===== src/rtl/ai_policy_scheduler_if.sv =====
// Policy ROM read port shared by the AI scheduler (master) and the ROM (slave).
// The scheduler drives the read strobe and address; the ROM returns move codes.
interface ai_policy_scheduler_if #(
  parameter int unsigned ADDR_W = 16,
  parameter int unsigned DATA_W = 2
);

  logic              mem_en;
  logic [ADDR_W-1:0] mem_addr;
  logic [DATA_W-1:0] mem_dout;

  modport master (
    output mem_en,
    output mem_addr,
    input  mem_dout
  );

  modport slave (
    input  mem_en,
    input  mem_addr,
    output mem_dout
  );

endinterface : ai_policy_scheduler_if


===== src/rtl/ai_policy_scheduler.sv =====
// ai_policy_scheduler: time-shares one single-port policy ROM between two AI
// players. Each accepted frame tick snapshots both state addresses, performs
// one ROM lookup per requesting player and holds each player's action until
// its next lookup. Player order alternates between frames that serve both.
// Optional feature macro: AI_OVERRUN_CNT_EN adds the saturating overrun_cnt
// output; without it the port and counter are absent.
module ai_policy_scheduler #(
  parameter int unsigned ADDR_W = 16,
  parameter int unsigned DATA_W = 2,
  parameter int unsigned RD_LAT = 2
) (
  input  logic                   clk,
  input  logic                   rst_n,
  input  logic                   en,
  input  logic                   frame_tick,
  input  logic [1:0]             req,
  input  logic [ADDR_W-1:0]      addr0,
  input  logic [ADDR_W-1:0]      addr1,
  ai_policy_scheduler_if.master  rom,
  output logic [2:0]             action0,
  output logic [2:0]             action1,
  output logic [1:0]             act_valid,
  output logic                   busy,
  output logic                   overrun
`ifdef AI_OVERRUN_CNT_EN
  ,
  output logic [7:0]             overrun_cnt
`endif
);

  localparam int unsigned CNT_W = 4;
  localparam int unsigned ACT_W = 3;

  localparam logic [1:0] ST_IDLE  = 2'd0;
  localparam logic [1:0] ST_ISSUE = 2'd1;
  localparam logic [1:0] ST_WAIT  = 2'd2;

  // registered state and outputs
  logic [1:0]        state_q,     state_d;
  logic [1:0]        pend_q,      pend_d;
  logic [ADDR_W-1:0] snap0_q,     snap0_d;
  logic [ADDR_W-1:0] snap1_q,     snap1_d;
  logic              sel_q,       sel_d;
  logic              both_q,      both_d;
  logic              rr_q,        rr_d;
  logic [CNT_W-1:0]  cnt_q,       cnt_d;
  logic              mem_en_q,    mem_en_d;
  logic [ADDR_W-1:0] mem_addr_q,  mem_addr_d;
  logic [ACT_W-1:0]  action0_q,   action0_d;
  logic [ACT_W-1:0]  action1_q,   action1_d;
  logic [1:0]        act_valid_q, act_valid_d;
  logic              busy_q,      busy_d;
  logic              overrun_q,   overrun_d;

  logic              tick_ok;
  logic              first_sel;
  logic [DATA_W:0]   dout_ext;
  logic [ACT_W-1:0]  action_new;

  // move code 0..3 maps to action 1..4; 0 is reserved for "no move"
  always_comb begin
    dout_ext   = {1'b0, rom.mem_dout};
    action_new = ACT_W'(dout_ext) + 3'd1;
  end

  // first player of a frame: the lone requester, or rr when both request
  always_comb begin
    first_sel = rr_q;
    if (req == 2'b01) begin
      first_sel = 1'b0;
    end else if (req == 2'b10) begin
      first_sel = 1'b1;
    end
  end

  // next-state and next-output logic
  always_comb begin
    state_d     = state_q;
    pend_d      = pend_q;
    snap0_d     = snap0_q;
    snap1_d     = snap1_q;
    sel_d       = sel_q;
    both_d      = both_q;
    rr_d        = rr_q;
    cnt_d       = cnt_q;
    mem_en_d    = 1'b0;
    mem_addr_d  = mem_addr_q;
    action0_d   = action0_q;
    action1_d   = action1_q;
    act_valid_d = 2'b00;
    overrun_d   = 1'b0;
    tick_ok     = frame_tick & en;

    case (state_q)
      ST_IDLE: begin
        if (tick_ok) begin
          pend_d  = req;
          snap0_d = addr0;
          snap1_d = addr1;
          both_d  = &req;
          if (req != 2'b00) begin
            state_d    = ST_ISSUE;
            sel_d      = first_sel;
            mem_en_d   = 1'b1;
            mem_addr_d = first_sel ? addr1 : addr0;
          end
        end
      end

      ST_ISSUE: begin
        cnt_d   = CNT_W'(RD_LAT);
        state_d = ST_WAIT;
      end

      ST_WAIT: begin
        if (cnt_q == CNT_W'(1)) begin
          if (sel_q) begin
            action1_d = action_new;
          end else begin
            action0_d = action_new;
          end
          pend_d[sel_q]      = 1'b0;
          act_valid_d[sel_q] = 1'b1;
          if (pend_q[~sel_q]) begin
            state_d    = ST_ISSUE;
            sel_d      = ~sel_q;
            mem_en_d   = 1'b1;
            mem_addr_d = sel_q ? snap0_q : snap1_q;
          end else begin
            state_d = ST_IDLE;
            if (both_q) begin
              rr_d = ~rr_q;
            end
          end
        end else begin
          cnt_d = cnt_q - CNT_W'(1);
        end
      end

      default: begin
        state_d = ST_IDLE;
      end
    endcase

    // a tick arriving mid-frame is dropped and flagged, never queued
    if ((state_q != ST_IDLE) && tick_ok) begin
      overrun_d = 1'b1;
    end

    busy_d = (state_d != ST_IDLE);
  end

  // state and output registers
  always_ff @(posedge clk or negedge rst_n) begin
    if (!rst_n) begin
      state_q     <= ST_IDLE;
      pend_q      <= 2'b00;
      snap0_q     <= '0;
      snap1_q     <= '0;
      sel_q       <= 1'b0;
      both_q      <= 1'b0;
      rr_q        <= 1'b0;
      cnt_q       <= '0;
      mem_en_q    <= 1'b0;
      mem_addr_q  <= '0;
      action0_q   <= 3'd0;
      action1_q   <= 3'd0;
      act_valid_q <= 2'b00;
      busy_q      <= 1'b0;
      overrun_q   <= 1'b0;
    end else begin
      state_q     <= state_d;
      pend_q      <= pend_d;
      snap0_q     <= snap0_d;
      snap1_q     <= snap1_d;
      sel_q       <= sel_d;
      both_q      <= both_d;
      rr_q        <= rr_d;
      cnt_q       <= cnt_d;
      mem_en_q    <= mem_en_d;
      mem_addr_q  <= mem_addr_d;
      action0_q   <= action0_d;
      action1_q   <= action1_d;
      act_valid_q <= act_valid_d;
      busy_q      <= busy_d;
      overrun_q   <= overrun_d;
    end
  end

`ifdef AI_OVERRUN_CNT_EN
  logic [7:0] overrun_cnt_q;

  // saturating count of dropped ticks, updated together with the overrun pulse
  always_ff @(posedge clk or negedge rst_n) begin
    if (!rst_n) begin
      overrun_cnt_q <= 8'd0;
    end else if (overrun_d && (overrun_cnt_q != 8'hFF)) begin
      overrun_cnt_q <= overrun_cnt_q + 8'd1;
    end
  end

  assign overrun_cnt = overrun_cnt_q;
`endif

  assign rom.mem_en   = mem_en_q;
  assign rom.mem_addr = mem_addr_q;
  assign action0      = action0_q;
  assign action1      = action1_q;
  assign act_valid    = act_valid_q;
  assign busy         = busy_q;
  assign overrun      = overrun_q;

endmodule : ai_policy_scheduler

===== src/flat_wrapper.sv =====
// flat-port wrapper written by rule: the top's interface ports become plain ports
module ai_policy_scheduler_flat 
#(
  parameter int unsigned ADDR_W = 16,
  parameter int unsigned DATA_W = 2,
  parameter int unsigned RD_LAT = 2
)
  (clk, rst_n, en, frame_tick, req, addr0, addr1, action0, action1, act_valid, busy, overrun, rom_mem_en, rom_mem_addr, rom_mem_dout);
  ai_policy_scheduler_if #(.ADDR_W(ADDR_W), .DATA_W(DATA_W)) rom_i ();
  input  logic clk;
  input  logic rst_n;
  input  logic en;
  input  logic frame_tick;
  input  logic [1:0] req;
  input  logic [ADDR_W-1:0] addr0;
  input  logic [ADDR_W-1:0] addr1;
  output logic [2:0] action0;
  output logic [2:0] action1;
  output logic [1:0] act_valid;
  output logic busy;
  output logic overrun;
  output wire logic [$bits(rom_i.mem_en)-1:0] rom_mem_en;
  output wire logic [$bits(rom_i.mem_addr)-1:0] rom_mem_addr;
  input wire logic [$bits(rom_i.mem_dout)-1:0] rom_mem_dout;
  assign rom_mem_en = rom_i.mem_en;
  assign rom_mem_addr = rom_i.mem_addr;
  assign rom_i.mem_dout = rom_mem_dout;
  ai_policy_scheduler #(.ADDR_W(ADDR_W), .DATA_W(DATA_W), .RD_LAT(RD_LAT)) u_core (.clk(clk), .rst_n(rst_n), .en(en), .frame_tick(frame_tick), .req(req), .addr0(addr0), .addr1(addr1), .rom(rom_i), .action0(action0), .action1(action1), .act_valid(act_valid), .busy(busy), .overrun(overrun));
endmodule

===== config.mk =====
export PLATFORM = sky130hd
export DESIGN_NAME = ai_policy_scheduler_flat
export DESIGN_NICKNAME = d
export VERILOG_FILES = /design/src/rtl/ai_policy_scheduler_if.sv /design/src/rtl/ai_policy_scheduler.sv /design/src/flat_wrapper.sv
export SDC_FILE = /design/constraint.sdc
export NUM_CORES = 1
export LEC_CHECK = 0
export CORE_MARGIN = 10
export CORE_UTILIZATION = 50
export DETAILED_ROUTE_END_ITERATION = 10
export PLACE_DENSITY = 0.85
export SYNTH_ARGS = -nofsm -noshare
export SYNTH_HDL_FRONTEND = slang
export SYNTH_SLANG_ARGS = --single-unit
export TNS_END_PERCENT = 30

===== constraint.sdc =====
create_clock -name clk -period 2.86 [get_ports clk]
set_clock_uncertainty 0.05 [all_clocks]
set_input_delay 0.286 -clock clk [delete_from_list [all_inputs] [get_ports clk]]
set_output_delay 0.286 -clock clk [all_outputs]
set_load 0.05 [all_outputs]

==> impl_metrics.tcl <==
set metrics [dict create \
    nNetsFinal 468 \
    maxSlewViolCount 0 \
    clk_latency_ns 0.35 \
    finalSetupTns_ns 0 \
    wirelength_um 8550 \
    critical_path_class "reg -> reg" \
    grt_max_degree 53 \
    vdd_drop_max_uv 547 \
    dp_cells 490 \
    fin_crit_sh_pct 86.1 \
    seq_area_frac_synth_pct 51.7 \
    critPathLaunchType "flop" \
    whs_ns 0.426 \
    synth_area_um2 3390 \
    synth_top_cell_by_area "dfrtp_1" \
    fill_cells 506 \
    portBuffers 66 \
    antenna_found_initial 0 \
    status "finished clean" \
    synth_cell_types 38 \
    synth-seq-cells 70 \
    grt_pass1_vias 3028 \
    finalPower_mw 4.79 \
    wl_per_cell_um 16.9 \
    rows 29 \
    hp-class "reg -> reg" \
    avgSynthCellArea_um2 9.41 \
    cp.required_ns 3.07 \
    grt.total_usage_pct 17.0 \
    core_area_um2 6460 \
    drc_errors 0 \
    post-route-util_pct 67.2 \
    synth_ff_type "dfrtp_1" \
    post_cts_buffers 0 \
    yosysWarnings 0 \
    cts_hold_buf 1 \
    p_per_area_nw_per_um2 1100 \
    die_w_um 102 \
    yosysTopAreaCellShare_pct 51.7 \
    cts_buffer_depth 2 \
    worst_pin_slew_ns 0.745 \
    drive_above_1_share_pct 12.3 \
    synth.area.top_cells "dfrtp_1, nand2_1, o211ai_1, mux2_2, a31oi_1" \
    root_buffer "clkbuf_8" \
    drt_iter0_drc 149 \
    final-hold-violation-count 0 \
    grt_overflow_total 0 \
    drv_cap 0 \
    cts.repair.resized 0 \
    cts.sink_count 70 \
    num_io_pins 67 \
    crit_path_max_fanout 18 \
    first_pass_iters 7 \
    r2r_cells 7 \
    async_flop_share_pct 100 \
    numCtsBuffers 9 \
    gp_congestion 0.806 \
    clk_pin_slew_worst_paths_ns 0.08 \
    antennaDiodeCount 0 \
    rsz0062_at_grt "false" \
    h-tree-depth 3 \
    synth_edf_count 0 \
    end_kind "flop" \
    setup_violations 0 \
    avgViaCountPerCell 5.54 \
    initial_core_util_pct 52.4 \
    holdPathStages 2 \
    slew_headroom_pct 50.4 \
    synthesis.nets 403 \
    synthCells 360 \
    chipHeight_um 102 \
    tritoncts "done" \
    place_hpwl_um 5840 \
    post-route-min-period_ns 2.46 \
    critPathArrivalTime_ns 2.68 \
    timing.fmax_ghz 0.406 \
    vias 2811 \
    final_cells 507 \
    ant_nets 0 \
    leakage_nw 1.95 \
    die_area_um2 10500 \
    grt_first_pass_wirelength_um 14200 \
    area_growth_pct 28.2 \
]
per-layer routing:
metal | routed length (µm) | vias to the layer above | GRT usage [%]
li1 | - | 1367 | -
met1 | 3730 | 1342 | 20.2
met2 | 4170 | 89 | 28.1
met3 | 493 | 13 | 3.85
met4 | 153 | 0 | 9.22
met5 | 0 | - | 0
synthesized netlist by cell type, types with 2 or more instances:
cell,instances
nand3_1,2
mux2i_1,3
nor2b_1,2
nand2b_1,3
nor4_1,2
buf_1,2
nand2_1,84
buf_6,2
inv_1,24
ha_1,3
nor2_1,22
clkbuf_1,15
a21oi_1,5
dfrtp_1,70
o22ai_1,3
mux2_2,20
o211ai_1,33
nor3_1,4
a31oi_1,17
buf_2,6
o21ai_0,21
area by class of cell:
| cell class | count | area, µm² | area share, % |
|---|---|---|---|
| clock buffers | 13 | 159 | 3.66 |
| repair buffers | 80 | 763 | 17.6 |
| multi-input cells | 239 | 1440 | 33.1 |
| well taps | 77 | 96.3 | 2.22 |
| clock inverters | 3 | 42.5 | 0.980 |
| flip-flops and latches | 70 | 1750 | 40.3 |
| inverters | 25 | 93.8 | 2.16 |
stage by stage:
stage                     setup slack (ns)  cell area, µm²
final                                0.396            4340
after floorplan                      0.923            3390
after global routing                 0.249            4340
after CTS                            0.399            4340
after detailed placement             0.405            4130
after global placement               0.485            4130
cells by family (layout without fill, tap and decap cells):
family | count (synthesis) | count (layout) | share of synthesized area, %
AND/OR/NAND/NOR | 125 | 125 | 15.6
AO/OA/AOI/OAI | 87 | 87 | 17.4
flip-flops | 70 | 70 | 51.7
buffers and inverters | 51 | 121 | 6.43
multiplexers | 23 | 23 | 7.54
adder cells (fa/ha/maj) | 3 | 3 | 1.11
XOR/XNOR | 1 | 1 | 0.259
worst max-delay path, stage by stage, from the launching register on:
cell	delay, ns
dfrtp_1	0.44
inv_1	0.11
ha_1	0.18
or3b_4	0.42
o32ai_4	0.70
buf_4	0.29
nor2_1	0.05
a31oi_1	0.13
worst paths after layout:
kind	endpoint	slack, ns	startpoint
max	u_core.rom.mem_addr[7]$_DFFE_PN0P_	0.40	u_core.cnt_q[1]$_DFFE_PN0P_
min	u_core.snap1_q[9]$_DFFE_PN0P_	0.43	u_core.snap1_q[9]$_DFFE_PN0P_
max reg2reg	u_core.rom.mem_addr[7]$_DFFE_PN0P_	0.40	u_core.cnt_q[1]$_DFFE_PN0P_
min reg2reg	u_core.snap1_q[9]$_DFFE_PN0P_	0.43	u_core.snap1_q[9]$_DFFE_PN0P_
max in group asynchronous	u_core.act_valid[0]$_DFF_PN0_	1.47	rst_n
min in group asynchronous	u_core.rom.mem_addr[13]$_DFFE_PN0P_	0.50	rst_n
sequential cells by signal, indices dropped and copies added (netlist names), 2 cells and up:
| name | flops |
|---|---|
| u_core.pend_q | 2 |
| u_core.snap0_q | 16 |
| u_core.act_valid | 2 |
| u_core.action0 | 3 |
| u_core.state_q | 2 |
| u_core.cnt_q | 4 |
| u_core.rom.mem_addr | 16 |
| u_core.action1 | 3 |
| u_core.snap1_q | 16 |
placed cells by master, fill, tap and decap left out, types with 2 or more instances in the layout:
master	count
nand2_1	84
dfrtp_1	70
clkdlybuf4s50_1	65
o211ai_1	33
inv_1	24
nor2_1	22
o21ai_0	21
mux2_2	20
a31oi_1	17
buf_4	13
clkbuf_8	11
a21oi_1	5
nor3_1	4
nand2b_1	3
mux2i_1	3
o22ai_1	3
ha_1	3
nand3_1	2
nor4_1	2
clkbuf_1	2
where the power goes:
group | leakage, nW | total, mW | internal (mW) | switching, mW
sequential | 0.845 | 1.72 | 1.42 | 0.292
combinational | 1.00 | 2.26 | 0.880 | 1.38
clock | 0.0996 | 0.813 | 0.450 | 0.363
total | 1.95 | 4.79 | 2.75 | 2.04
(Power assumes the default switching activity.)
